--- src/rtl/axis_write_arb.sv ---
`default_nettype none
// ============================================================================
// Module   : axis_write_arb
// Purpose  : Round-robin AXI write-address arbiter that splits per-channel
//            transfers into 4 KB-safe bursts and issues AW + data-mover cmds.
// Revision : 1.0
// ============================================================================
module axis_write_arb #(
    parameter int CHANNELS        = 4,
    parameter int CFG_AWIDTH      = 5,
    parameter int CFG_DWIDTH      = 32,
    parameter int CFG_ADDR_BASE   = 8,
    parameter int CFG_LEN_BASE    = 16,
    parameter int CFG_ERR_CLR     = 31,
    parameter int AXI_LEN_WIDTH   = 8,
    parameter int AXI_ADDR_WIDTH  = 32,
    parameter int AXI_DATA_WIDTH  = 256,
    parameter int BURST_LEN       = 16,
    parameter int MAX_OUTSTANDING = 8,
    localparam int CHW            = (CHANNELS > 1) ? $clog2(CHANNELS) : 1
) (
    input  logic                      clk,
    input  logic                      rst_n,
    input  logic [CFG_AWIDTH-1:0]     cfg_addr,
    input  logic [CFG_DWIDTH-1:0]     cfg_data,
    input  logic                      cfg_valid,
    input  logic [CHANNELS-1:0]       ch_avail,
    output logic [CHANNELS-1:0]       ch_busy,
    input  logic                      axi_awready,
    output logic [AXI_ADDR_WIDTH-1:0] axi_awaddr,
    output logic [AXI_LEN_WIDTH-1:0]  axi_awlen,
    output logic                      axi_awvalid,
    input  logic [1:0]                axi_bresp,
    input  logic                      axi_bvalid,
    output logic                      axi_bready,
    output logic                      cmd_valid,
    output logic [CHW-1:0]            cmd_ch,
    output logic [AXI_LEN_WIDTH-1:0]  cmd_len,
    input  logic                      cmd_ready,
    output logic                      err,
    output logic                      idle
);

    localparam int c_ABITS = $clog2(AXI_DATA_WIDTH / 8);
    localparam int c_OW    = $clog2(MAX_OUTSTANDING + 1);
    localparam logic [AXI_ADDR_WIDTH-1:0] c_ADDR_MASK =
        ~AXI_ADDR_WIDTH'((1 << c_ABITS) - 1);

    typedef enum logic [1:0] {
        S_IDLE  = 2'd0,
        S_ARB   = 2'd1,
        S_ISSUE = 2'd2
    } state_t;

    state_t                    r_state, w_next;
    logic [AXI_ADDR_WIDTH-1:0] r_addr [CHANNELS];
    logic [CFG_DWIDTH-1:0]     r_rem  [CHANNELS];
    logic [CHANNELS-1:0]       r_busy;
    logic [c_OW-1:0]           r_outst;
    logic [CHW-1:0]            r_rr_ptr;
    logic                      r_err;
    logic                      r_awvalid, r_cmd_valid;
    logic [AXI_ADDR_WIDTH-1:0] r_awaddr;
    logic [AXI_LEN_WIDTH-1:0]  r_len;
    logic [CHW-1:0]            r_cmd_ch;
    logic [CFG_DWIDTH-1:0]     r_beats;

    logic [CHANNELS-1:0]       w_elig;
    logic                      w_found;
    logic [CHW-1:0]            w_grant;
    logic [CHW-1:0]            w_rr_next;
    int                        w_idx;
    logic [12:0]               w_to4k;
    logic [12:0]               w_to4k_beats;
    logic [CFG_DWIDTH-1:0]     w_beats;
    logic                      w_arb_go, w_issue_done, w_aw_hs, w_b_hs;

    assign w_elig = (r_outst < c_OW'(MAX_OUTSTANDING)) ? (r_busy & ch_avail) : '0;

    // Round-robin search starting at the channel after the last grant.
    always_comb begin
        w_found = 1'b0;
        w_grant = '0;
        w_idx   = 0;
        for (int k = 0; k < CHANNELS; k++) begin
            w_idx = int'(r_rr_ptr) + k;
            if (w_idx >= CHANNELS) w_idx = w_idx - CHANNELS;
            if (!w_found && w_elig[CHW'(w_idx)]) begin
                w_found = 1'b1;
                w_grant = CHW'(w_idx);
            end
        end
    end

    assign w_rr_next = (int'(w_grant) == CHANNELS - 1) ? '0 : w_grant + CHW'(1);

    // Burst size: smallest of remaining, max burst, and beats left in the 4 KB page.
    always_comb begin
        w_to4k       = 13'h1000 - {1'b0, r_addr[w_grant][11:0]};
        w_to4k_beats = w_to4k >> c_ABITS;
        w_beats      = CFG_DWIDTH'(BURST_LEN);
        if (CFG_DWIDTH'(w_to4k_beats) < w_beats) w_beats = CFG_DWIDTH'(w_to4k_beats);
        if (r_rem[w_grant] < w_beats)            w_beats = r_rem[w_grant];
    end

    always_comb begin
        w_next = r_state;
        case (r_state)
            S_IDLE:  if (|w_elig) w_next = S_ARB;
            S_ARB:   w_next = w_found ? S_ISSUE : S_IDLE;
            S_ISSUE: if (!r_awvalid && !r_cmd_valid) w_next = S_IDLE;
            default: w_next = S_IDLE;
        endcase
    end

    assign w_arb_go     = (r_state == S_ARB) && w_found;
    assign w_issue_done = (r_state == S_ISSUE) && !r_awvalid && !r_cmd_valid;
    assign w_aw_hs      = r_awvalid && axi_awready;
    assign w_b_hs       = axi_bvalid && (r_outst != '0);

    always_ff @(posedge clk or negedge rst_n) begin
        if (!rst_n) r_state <= S_IDLE;
        else        r_state <= w_next;
    end

    always_ff @(posedge clk or negedge rst_n) begin
        if (!rst_n) begin
            r_awvalid   <= 1'b0;
            r_cmd_valid <= 1'b0;
            r_awaddr    <= '0;
            r_len       <= '0;
            r_cmd_ch    <= '0;
            r_beats     <= '0;
            r_rr_ptr    <= '0;
        end else if (w_arb_go) begin
            r_awvalid   <= 1'b1;
            r_cmd_valid <= 1'b1;
            r_awaddr    <= r_addr[w_grant];
            r_len       <= AXI_LEN_WIDTH'(w_beats - CFG_DWIDTH'(1));
            r_cmd_ch    <= w_grant;
            r_beats     <= w_beats;
            r_rr_ptr    <= w_rr_next;
        end else begin
            if (w_aw_hs)                 r_awvalid   <= 1'b0;
            if (r_cmd_valid && cmd_ready) r_cmd_valid <= 1'b0;
        end
    end

    // Busy channels are locked against reconfiguration; the issuing channel is always busy.
    always_ff @(posedge clk or negedge rst_n) begin
        if (!rst_n) begin
            r_busy <= '0;
            for (int ch = 0; ch < CHANNELS; ch++) begin
                r_addr[ch] <= '0;
                r_rem[ch]  <= '0;
            end
        end else begin
            for (int ch = 0; ch < CHANNELS; ch++) begin
                if (w_issue_done && (r_cmd_ch == CHW'(ch))) begin
                    r_addr[ch] <= r_addr[ch] + AXI_ADDR_WIDTH'(r_beats << c_ABITS);
                    r_rem[ch]  <= r_rem[ch] - r_beats;
                    if (r_rem[ch] == r_beats) r_busy[ch] <= 1'b0;
                end else if (cfg_valid && !r_busy[ch]) begin
                    if (cfg_addr == CFG_AWIDTH'(CFG_ADDR_BASE + ch))
                        r_addr[ch] <= AXI_ADDR_WIDTH'(cfg_data) & c_ADDR_MASK;
                    if ((cfg_addr == CFG_AWIDTH'(CFG_LEN_BASE + ch)) && (cfg_data != '0)) begin
                        r_rem[ch]  <= cfg_data;
                        r_busy[ch] <= 1'b1;
                    end
                end
            end
        end
    end

    always_ff @(posedge clk or negedge rst_n) begin
        if (!rst_n) begin
            r_outst <= '0;
            r_err   <= 1'b0;
        end else begin
            if (w_aw_hs && !w_b_hs)      r_outst <= r_outst + c_OW'(1);
            else if (!w_aw_hs && w_b_hs) r_outst <= r_outst - c_OW'(1);
            if (axi_bvalid && (axi_bresp != 2'b00))
                r_err <= 1'b1;
            else if (cfg_valid && (cfg_addr == CFG_AWIDTH'(CFG_ERR_CLR)))
                r_err <= 1'b0;
        end
    end

    assign ch_busy     = r_busy;
    assign axi_awaddr  = r_awaddr;
    assign axi_awlen   = r_len;
    assign axi_awvalid = r_awvalid;
    assign axi_bready  = 1'b1;
    assign cmd_valid   = r_cmd_valid;
    assign cmd_ch      = r_cmd_ch;
    assign cmd_len     = r_len;
    assign err         = r_err;
    assign idle        = ~|r_busy && (r_outst == '0);

endmodule
`default_nettype wire
--- config.mk ---
export PLATFORM = sky130hd
export DESIGN_NAME = axis_write_arb
export DESIGN_NICKNAME = d
export VERILOG_FILES = /design/src/rtl/axis_write_arb.sv
export SDC_FILE = /design/constraint.sdc
export NUM_CORES = 1
export LEC_CHECK = 0
export ABC_CLOCK_PERIOD_IN_PS = 7300
export CORE_MARGIN = 1
export CORE_UTILIZATION = 60
export DETAILED_ROUTE_END_ITERATION = 8
export PLACE_DENSITY = 0.83
export SYNTH_ARGS = -nofsm -noshare
export SYNTH_HDL_FRONTEND = slang
export SYNTH_SLANG_ARGS = --single-unit
--- constraint.sdc ---
create_clock -name clk -period 7.3 [get_ports clk]
set_input_delay 1.46 -clock clk [delete_from_list [all_inputs] [get_ports clk]]
set_output_delay 1.46 -clock clk [all_outputs]
set_load 0.01 [all_outputs]
### After elaboration in Yosys (flattened, before gate mapping)

Index checks and enable logic that the tools add are counted.

* word-level logic and storage cells: 243
* output and inout bits: 59
* register bits after elaboration: 345

* multiplexer cells: 86
* bitwise logic cells: 2
* reductions and logical operators: 76
* order comparisons: 12
* add/subtract/negate cells: 20
* eq/ne operators: 25

Operators with widths (count)
* $mux 32: 29
* $add 32x32->32: 4
* $bmux 32 s2: 2
* $eq 32x32->1: 4
* $sub 32x32->32: 4
* $mux 1: 34
* $reduce_bool 2->1: 17
* $lt 32x32->1: 1
* $reduce_bool 32->1: 1
* $logic_and 1x1->1: 27
* $eq 5x5->1 const B: 5
* $mux 2: 12
* $eq 5x4->1 const B: 4
* $reduce_and 2->1: 9
* $lt 2x4->1 const B: 4
* $sub 13x12->13 const A: 1
* $ge 3x3->1 const B: 4
* $logic_not 1->1: 12
* $mux 4: 3
* $reduce_and 3->1: 4
* $bmux 1 s2: 4
* $lt 8x5->1 const B: 1
* $mux 8: 1
* $ne 2x1->1 const B: 4
* other kinds (19): 30

### Longest topological paths before layout

Gate-level depths: netlist of run 1.

* word-level depth: 25
* depth in mapped cells: 30
* gate-level depth less buffers: 26

### Worst setup path after synthesis of run 1

No wires, ideal clock.

* path kind: input port to flip-flop
* start: input port ch_avail[0]
* end: register r_len[4] (netlist: axi_awlen[4])
* data required time: 7.170 ns
* setup slack: 0.737 ns
* data arrival time: 6.433 ns
* buffers on the path: 3
* cell stages on the path: 27
* library setup time: 0.130 ns
* path through: and2_4 -> a2111o_1 -> nand2_4 -> buf_2 -> buf_1 -> clkbuf_1 -> o211ai_1 -> o21ai_0 -> ha_1 -> nand2_1 -> o22ai_2 -> mux2i_1 -> inv_1 -> ha_1 -> a21o_1 -> a21o_1 -> a221oi_1 -> nand4_1 -> a21oi_1 -> a21oi_4 -> a31oi_1 -> ha_1 -> inv_1 -> nor3_1 -> xnor2_1 -> a21oi_1 -> o21ai_1

* word-level cells in the longest chain between the ends: 25
* elaborated cells on any way between the ends: 42
* classes of those cells: add/sub: 2; order compare: 2; mux: 29; bitwise: 2; reduce/logical: 7

RTL lines
* start, declared: line 27 `input logic [CHANNELS-1:0] ch_avail,`
* $and 4x4->4 *: line 78 `assign w_elig = (r_outst < c_OW'(MAX_OUTSTANDING)) ? (r_busy & ch_avail) : '0;`
* $mux 4 *: line 78
* $bmux 1 s2: line 88 `if (!w_found && w_elig[CHW'(w_idx)]) begin`
* $mux 1 (implied by the code) (2 in a row): line 88
* $mux 1: line 88
* $logic_not 1->1: line 88
* $logic_and 1x1->1: line 88
* $mux 1: line 88
* (+7 left out)
* $bmux 32 s2: line 99 `w_to4k = 13'h1000 - {1'b0, r_addr[w_grant][11:0]};`
* $mux 32 (2 in a row)
* $sub 13x12->13: line 99
* $lt 8x5->1: line 102 `if (CFG_DWIDTH'(w_to4k_beats) < w_beats) w_beats = CFG_DWIDTH'(w_to4k_beats);`
* $mux 8: line 102
* $lt 32x32->1: line 103 `if (r_rem[w_grant] < w_beats) w_beats = r_rem[w_grant];`
* $mux 32: line 103
* $sub 8x1->8: line 139 `r_len <= AXI_LEN_WIDTH'(w_beats - CFG_DWIDTH'(1));`
* end signal, assigned: line 139
* end, declared: line 64 `logic [AXI_LEN_WIDTH-1:0] r_len;`

Mark *: on every way between the ends. The rest lies on a longest branch, timed or not. The select of a mux whose other input is x is not followed.
A chain may end at the register's enable or synchronous reset.

### Final worst setup path of run 1

* start: input port ch_avail[2]
* end: register r_len[4] (netlist: axi_awlen[4])

The elaborated chain is that of the path after synthesis.

==> results of run 1 <==
flip-flops by register name (all words and copies together), names as in the netlist, 2 cells and up:
signal / flops
ch_busy: 4
r_state: 2
r_rr_ptr: 2
axi_awaddr: 27
r_outst: 4
cmd_ch: 2
r_addr: 108
axi_awlen: 8
r_beats: 32
r_rem: 128
cells in the final DEF, fill, tap and decap left out, types with 71 or more instances in the layout:
cell,n
a21o_1,71
a21oi_1,191
clkdlybuf4s50_1,100
dfrtp_1,320
ha_1,241
inv_1,121
mux2i_1,208
nand2_1,463
nand3_1,93
nor2_1,162
o21ai_0,376
xnor2_1,133
worst paths after layout:
path	cells after the start	end	start
min in group asynchronous	1	axi_awaddr[18]	rst_n
max in group asynchronous	2	r_rem[52]	rst_n
setup / recovery	26	axi_awlen[4]	ch_avail[2]
hold / removal	2	axi_awaddr[15]	axi_awaddr[15]
hold reg to reg	2	axi_awaddr[15]	axi_awaddr[15]
setup reg to reg	25	axi_awlen[4]	ch_busy[2]
cells in the mapped netlist (all sizes together), types with 37 or more instances:
master,count
buf,43
nand3,95
nand2b,37
clkbuf,124
a21o,71
o21a,42
nor3,52
o21ai,382
nor2,164
xnor2,133
mux2,60
xor2,56
nor4,45
a21oi,192
mux2i,208
ha,241
inv,123
nand2,468
dfrtp,320
stage by stage:
stage	total power [mW]	utilization	instances	hold WS [ns]	setup WS, ns
6_report	14.3	0.678	3941	0.477	0.743
5_1_grt	15.3	0.678	3940	0.508	0.266
3_5_place_dp	11.9	0.647	3868	0.470	0.186
3_3_place_gp	11.6	0.647	3868	0.462	0.277
4_1_cts	14.1	0.678	3940	0.482	0.789
2_1_floorplan	9.48	-	3303	0.429	0.737
report_power, final:
part | leakage (nW) | switching [mW] | internal [mW] | total, mW
clock | 0.703 | 0.864 | 1.30 | 2.17
sequential | 3.67 | 0.994 | 2.56 | 3.56
combinational | 9.49 | 4.89 | 3.68 | 8.57
routing by layer:
layer / part of all wire / track usage / up-vias / routed length [um]
met5: 0 / 0 / - / 0
met4: 0.077 / 0.291 / 0 / 7590
met3: 0.086 / 0.0816 / 396 / 8420
met2: 0.47 / 0.697 / 1296 / 46100
met1: 0.37 / 0.484 / 12600 / 36100
li1: - / - / 11900 / -
final cells by class:
type                            instances  area [sq um]
Clock inverter                         15           185
Fill cell                            3567         14400
Inverter                              124           465
Timing Repair Buffer                  140          1320
Sequential cell                       320          8010
Clock buffer                           57          1220
Multi-Input combinational cell       2692         18300
Antenna cell                            1          2.50
Tap cell                              592           741
cells by family after synthesis:
family | count (synthesis) | share of synthesized area
simple gates | 1047 | 0.178
compound gates | 928 | 0.209
flops | 320 | 0.292
buf+inv | 291 | 0.0427
mux | 268 | 0.101
fa+ha+maj | 251 | 0.117
xor+xnor | 189 | 0.0604
other cells | 2 | 0.000274
worst register-to-register path, delay by kind of cell, from the launching register on:
family / cells / cell delay (ns)
buffers and inverters: 2 / 0.27
XOR/XNOR: 1 / 0.09
AND/OR/NAND/NOR: 5 / 0.78
flip-flops: 1 / 0.62
AO/OA/AOI/OAI: 12 / 2.45
adder cells (fa/ha/maj): 4 / 1.16
multiplexers: 1 / 0.36
==> impl_results.md, run 1 <==
- Status: complete, no violations
- Leakage power: 13.9 nW
- Slew Viols, Final: 0
- Layout net count: around 3.6k
- Vias per cell: between 6 and 7
- Gate Count Post-Synth: 3296
- Top cell type's share of synthesized area: 0.292
- Sink Count: 320
- Crit-path slowest cell: clkdlybuf4s50_1
- Clock Skews: 0.0256 ns
- Netlist cell types: 97
- CP max FO: 9
- Slew headroom: 0.179
- Sequential area share after synthesis: 0.292
- Vias in the first global route: about 26k
- Routed WL: 98.2 mm
- CTS tree: yes
- CP max stage delay: 0.52 ns
- Post-cts sizing count: 0
- Clock Root Buffer: clkbuf_16
- Total CTS buffers: 41
- Routability cong.: 1.03
- Design Area, Final: between 0.03 and 0.04 sq mm
- Share of post-route cells with drive strength above 1: 0.0669
- Crit start category: primary input
- Yosys warns: 0
- Worst path required time: 7.75 ns
- Clock Latency Late Sink: 0.59 ns
- DPL Wire Length: about 70 mm
- Longest Clk Path Bufs: 3
- First-pass GRT wire length: between 100 and 150 mm
- Final Hold Fails: 0
- VDD IR-drop max: 0.000288 V
- CP Capture Type: flip-flop
- WP buf/inv: 3
- DR pass1 iterations: 6
- Via count: approximately 26k
- Syn_area_per_cell: 8.32 sq um
- Core Area: ~0.045 sq mm
- Synth Cell Area: 0.0274 sq mm
- Gr usage total: 0.418
- Worst EP arrival: 7.00 ns
- Fin crit share: 0.898
- Hold/Removal Path Class: flip-flop to flip-flop
- CTS clk-pin slew, worst paths: roughly 0.06 ns
- Register-to-Register Setup Slack: 1.46 ns
- Ys flop type: dfrtp_1
- Fin crit period: 6.56 ns
- Setup CP Type: primary input to flip-flop
- Worst-margin pin slew: around 1.2 ns
- DR DRC count: 0
- Drt wl/cell: 24.9 um
- Setup TNS: 0 ns
- Synthesis-to-layout area growth: 10.3%
- Fmax: 153 MHz
- Pin count of the biggest net entering global routing: 150
- Synth area leader: dfrtp_1
- Gr ovfl total: 0
- Num rows: 77
- Final number of setup-violating endpoints: 0
- PortBufs: ~100
- Die area: 0.0466 sq mm
- Initial drt markers: 2738
- Chip height: 216 um
- Post-synthesis async set-or-reset flop share: 1.00
- Die width: 216 um
- Pwr dens: 472 mW/mm^2
- Post-DRT Antenna Nets: 0
- Largest delay share family, worst path: compound AO/OA/AOI/OAI gates
- Hold_buf cts: 0
- RSZ-0062 raised after global routing: no
- Seq cells post-synth: 320
- Top Ports: roughly 110
- Initial Util: 0.615
- Placement-stage cell area: slightly below 0.03 sq mm
- EDFF count, synth: 0
- Initial antenna violation count: 1
- Htree depth: 2
- Setup repair bufs after CTS: 0
- Maxcap violations: 0
- Ranking of synthesized cells by area: dfrtp_1 (29%), ha_1 (11%), mux2i_1 (7.6%)
Note: power is estimated with default switching activity, not from simulation.
==> run 2, diff against run 1 <==
Settings changed: ABC_CLOCK_PERIOD_IN_PS 7300 to 7100, CTS_CLUSTER_DIAMETER set to 30, REMOVE_ABC_BUFFERS set to 1.
Clock period 7.3 ns to 7.1 ns, I/O delays scaled along.
==> impl_results.md, run 2 (synthesis gave the netlist of run 1 again) <==
- First-pass GRT wire length: 143 mm (was 149 mm)
- Post-cts sizing count: 0 (unchanged)
- Final core occ: 0.723 (was 0.678)
- WL met3: 8.59 mm (was 8.42 mm)
- CP max FO: 68 (was 9)
- Die area: 0.0466 sq mm (unchanged)
- Fill count: 3348 (was 3567)
- Share of post-route cells with drive strength above 1: 0.0937 (was 0.0669)
- CP Capture Type: flip-flop (unchanged)
- Placed cell count: 3883 (was 3868)
- Final number of setup-violating endpoints: 0 (unchanged)
- Largest Register: r_rem (unchanged)
- Vias in the first global route: 26.1k (was 25.8k)
- Final Hold Fails: 0 (unchanged)
- Routed wl met2: 41.4 mm (was 46.1 mm)
- Hold/Removal Path Class: flip-flop to flip-flop (unchanged)
- Initial Util: 0.615 (unchanged)
- DR DRC count: 0 (unchanged)
- Longest Clk Path Bufs: 3 (unchanged)
- Slew Viols, Final: 0 (unchanged)
- Worst-margin pin slew: 1.01 ns (was 1.23 ns)
- Setup CP Type: primary input to flip-flop (unchanged)
- Maxcap violations: 0 (unchanged)
- Multi-input gate area: 0.0183 sq mm (about the same)
- Largest registers: r_rem (128), r_addr (108), r_beats (32) (unchanged)
- Core Area: 0.0446 sq mm (unchanged)
- Chip height: 216 um (unchanged)
- Die width: 216 um (unchanged)
- DR pass1 iterations: 7 (was 6)
- Post-DRT Antenna Nets: 0 (unchanged)
- Fmax: 150 MHz
- Leakage power: 14.8 nW (was 13.9 nW)
- Sequential Area: 0.00801 sq mm (unchanged)
- Most common cell after layout, fill and taps aside: nand2_1 (unchanged)
- Worst EP arrival: 7.14 ns (was 7.00 ns)
- Pwr dens: 520 mW/mm^2 (was 472 mW/mm^2)
- Setup TNS: 0 ns (unchanged)
- Clock Latency Late Sink: 0.64 ns (was 0.59 ns)
- PortBufs: 101 (unchanged)
- Total CTS buffers: 90 (was 41)
- Top Ports: 108 (unchanged)
- Clock Skews: 0.0251 ns (was 0.0256 ns)
- Vias per cell: 6.50 (was 6.64)
- Initial drt markers: 2711 (was 2738)
- Commonest non-fill, non-tap cells in the layout: nand2_1 (466), o21ai_0 (376), dfrtp_1 (320) (was nand2_1 (463), o21ai_0 (376), dfrtp_1 (320))
- Num rows: 77 (unchanged)
- Sink Count: 320 (unchanged)
- R2R depth: 21 (was 25)
- Max reg flops: 128 (unchanged)
- Placement-stage cell area: 0.0290 sq mm (was 0.0288 sq mm)
- Routability cong.: 1.02 (was 1.03)
- Fin crit period: approximately 6.7 ns
- RSZ-0062 raised after global routing: no (unchanged)
- Total power draw: 16.8 mW (was 14.3 mW)
- Clock Root Buffer: clkbuf_16 (unchanged)
- Pin count of the biggest net entering global routing: 134 (was 150)
- Initial antenna violation count: 0 (was 1)
- DPL Wire Length: 64.8 mm (was 72.1 mm)
- CTS tree: yes (unchanged)
- Gr usage total: 0.391 (was 0.418)
- Status: complete, no violations (unchanged)
- Final worst slack: 0.411 ns (was 0.743 ns)
- Min Hold Slack: 0.475 ns (was 0.477 ns)
- Drt wl/cell: 22.5 um (was 24.9 um)
- Met1 wire length: 36.1 mm (about the same)
- Worst path required time: 7.55 ns (was 7.75 ns)
- Slew headroom: 0.323 (was 0.179)
- Design Area, Final: 0.0322 sq mm (was 0.0303 sq mm)
- Max layer used: met4 (unchanged)
- Non-Filler Instances: 4049 (was 3941)
- Routed WL: 91.2 mm (was 98.2 mm)
- VDD IR-drop max: 0.000337 V (was 0.000288 V)
- N_diodes: 0 (was 1)
- Synthesis-to-layout area growth: 17.6% (was 10.3%)
- CTS clk-pin slew, worst paths: 0.04 ns (was 0.06 ns)
- Via count: 26.3k (was 26.2k)
- Hold depth: 2 (unchanged)
- Crit start category: primary input (unchanged)
- Layout net count: 3682 (was 3618)
- Worst slack, placed: -0.00859 ns (was 0.186 ns)
- Gr ovfl total: 0 (unchanged)
- Hold_buf cts: 0 (unchanged)
- Setup repair bufs after CTS: 0 (unchanged)
- Fin crit share: 0.942
- Htree depth: 3 (was 2)
-- run 2: worst paths after layout --
check | from | to | slack, ns
setup / recovery | ch_avail[3] | axi_awlen[4] | 0.41
hold / removal | axi_awaddr[23] | axi_awaddr[23] | 0.48
setup reg to reg | ch_busy[3] | axi_awlen[4] | 1.05
hold reg to reg | axi_awaddr[23] | axi_awaddr[23] | 0.48
max in group asynchronous | rst_n | r_rem[125] | 4.88
min in group asynchronous | rst_n | r_rem[34] | 0.76
-- run 2: report_power, final --
group | total (mW) | switching, mW | internal (mW) | leakage (nW)
sequential | 3.61 | 0.967 | 2.64 | 3.67
clock | 4.37 | 1.27 | 3.10 | 1.59
combinational | 8.77 | 4.96 | 3.81 | 9.57
-- run 2: routing by layer --
layer  up-vias  GRT usage
met5         -          0
met4         0      0.208
met3       370     0.0813
met2      1371      0.627
met1     12500      0.494
li1      12100          -
-- run 2: final cells by class --
cell class / count / area share
multi-input cells: 2692 / 0.568
well taps: 592 / 0.0230
clock buffers: 121 / 0.0800
flip-flops and latches: 320 / 0.248
repair buffers: 155 / 0.0445
inverters: 124 / 0.0144
clock inverters: 45 / 0.0217
-- run 2: critical path, stage by stage --
cell and delay, ns:
clkdlybuf4s50_1 0.52, a21bo_2 0.26, and4_4 0.22, nor2_4 0.09, buf_4 0.65, mux2_2 0.43
or4b_1 0.51, mux2i_1 0.21, a221o_1 0.30, inv_2 0.10, ha_1 0.21, a221oi_1 0.38
nand4_1 0.20, a21oi_1 0.30, a21oi_4 0.09, a31oi_1 0.27, ha_1 0.23, inv_1 0.10
nor3_1 0.25, xnor2_1 0.11, a21oi_1 0.16, o21ai_1 0.08
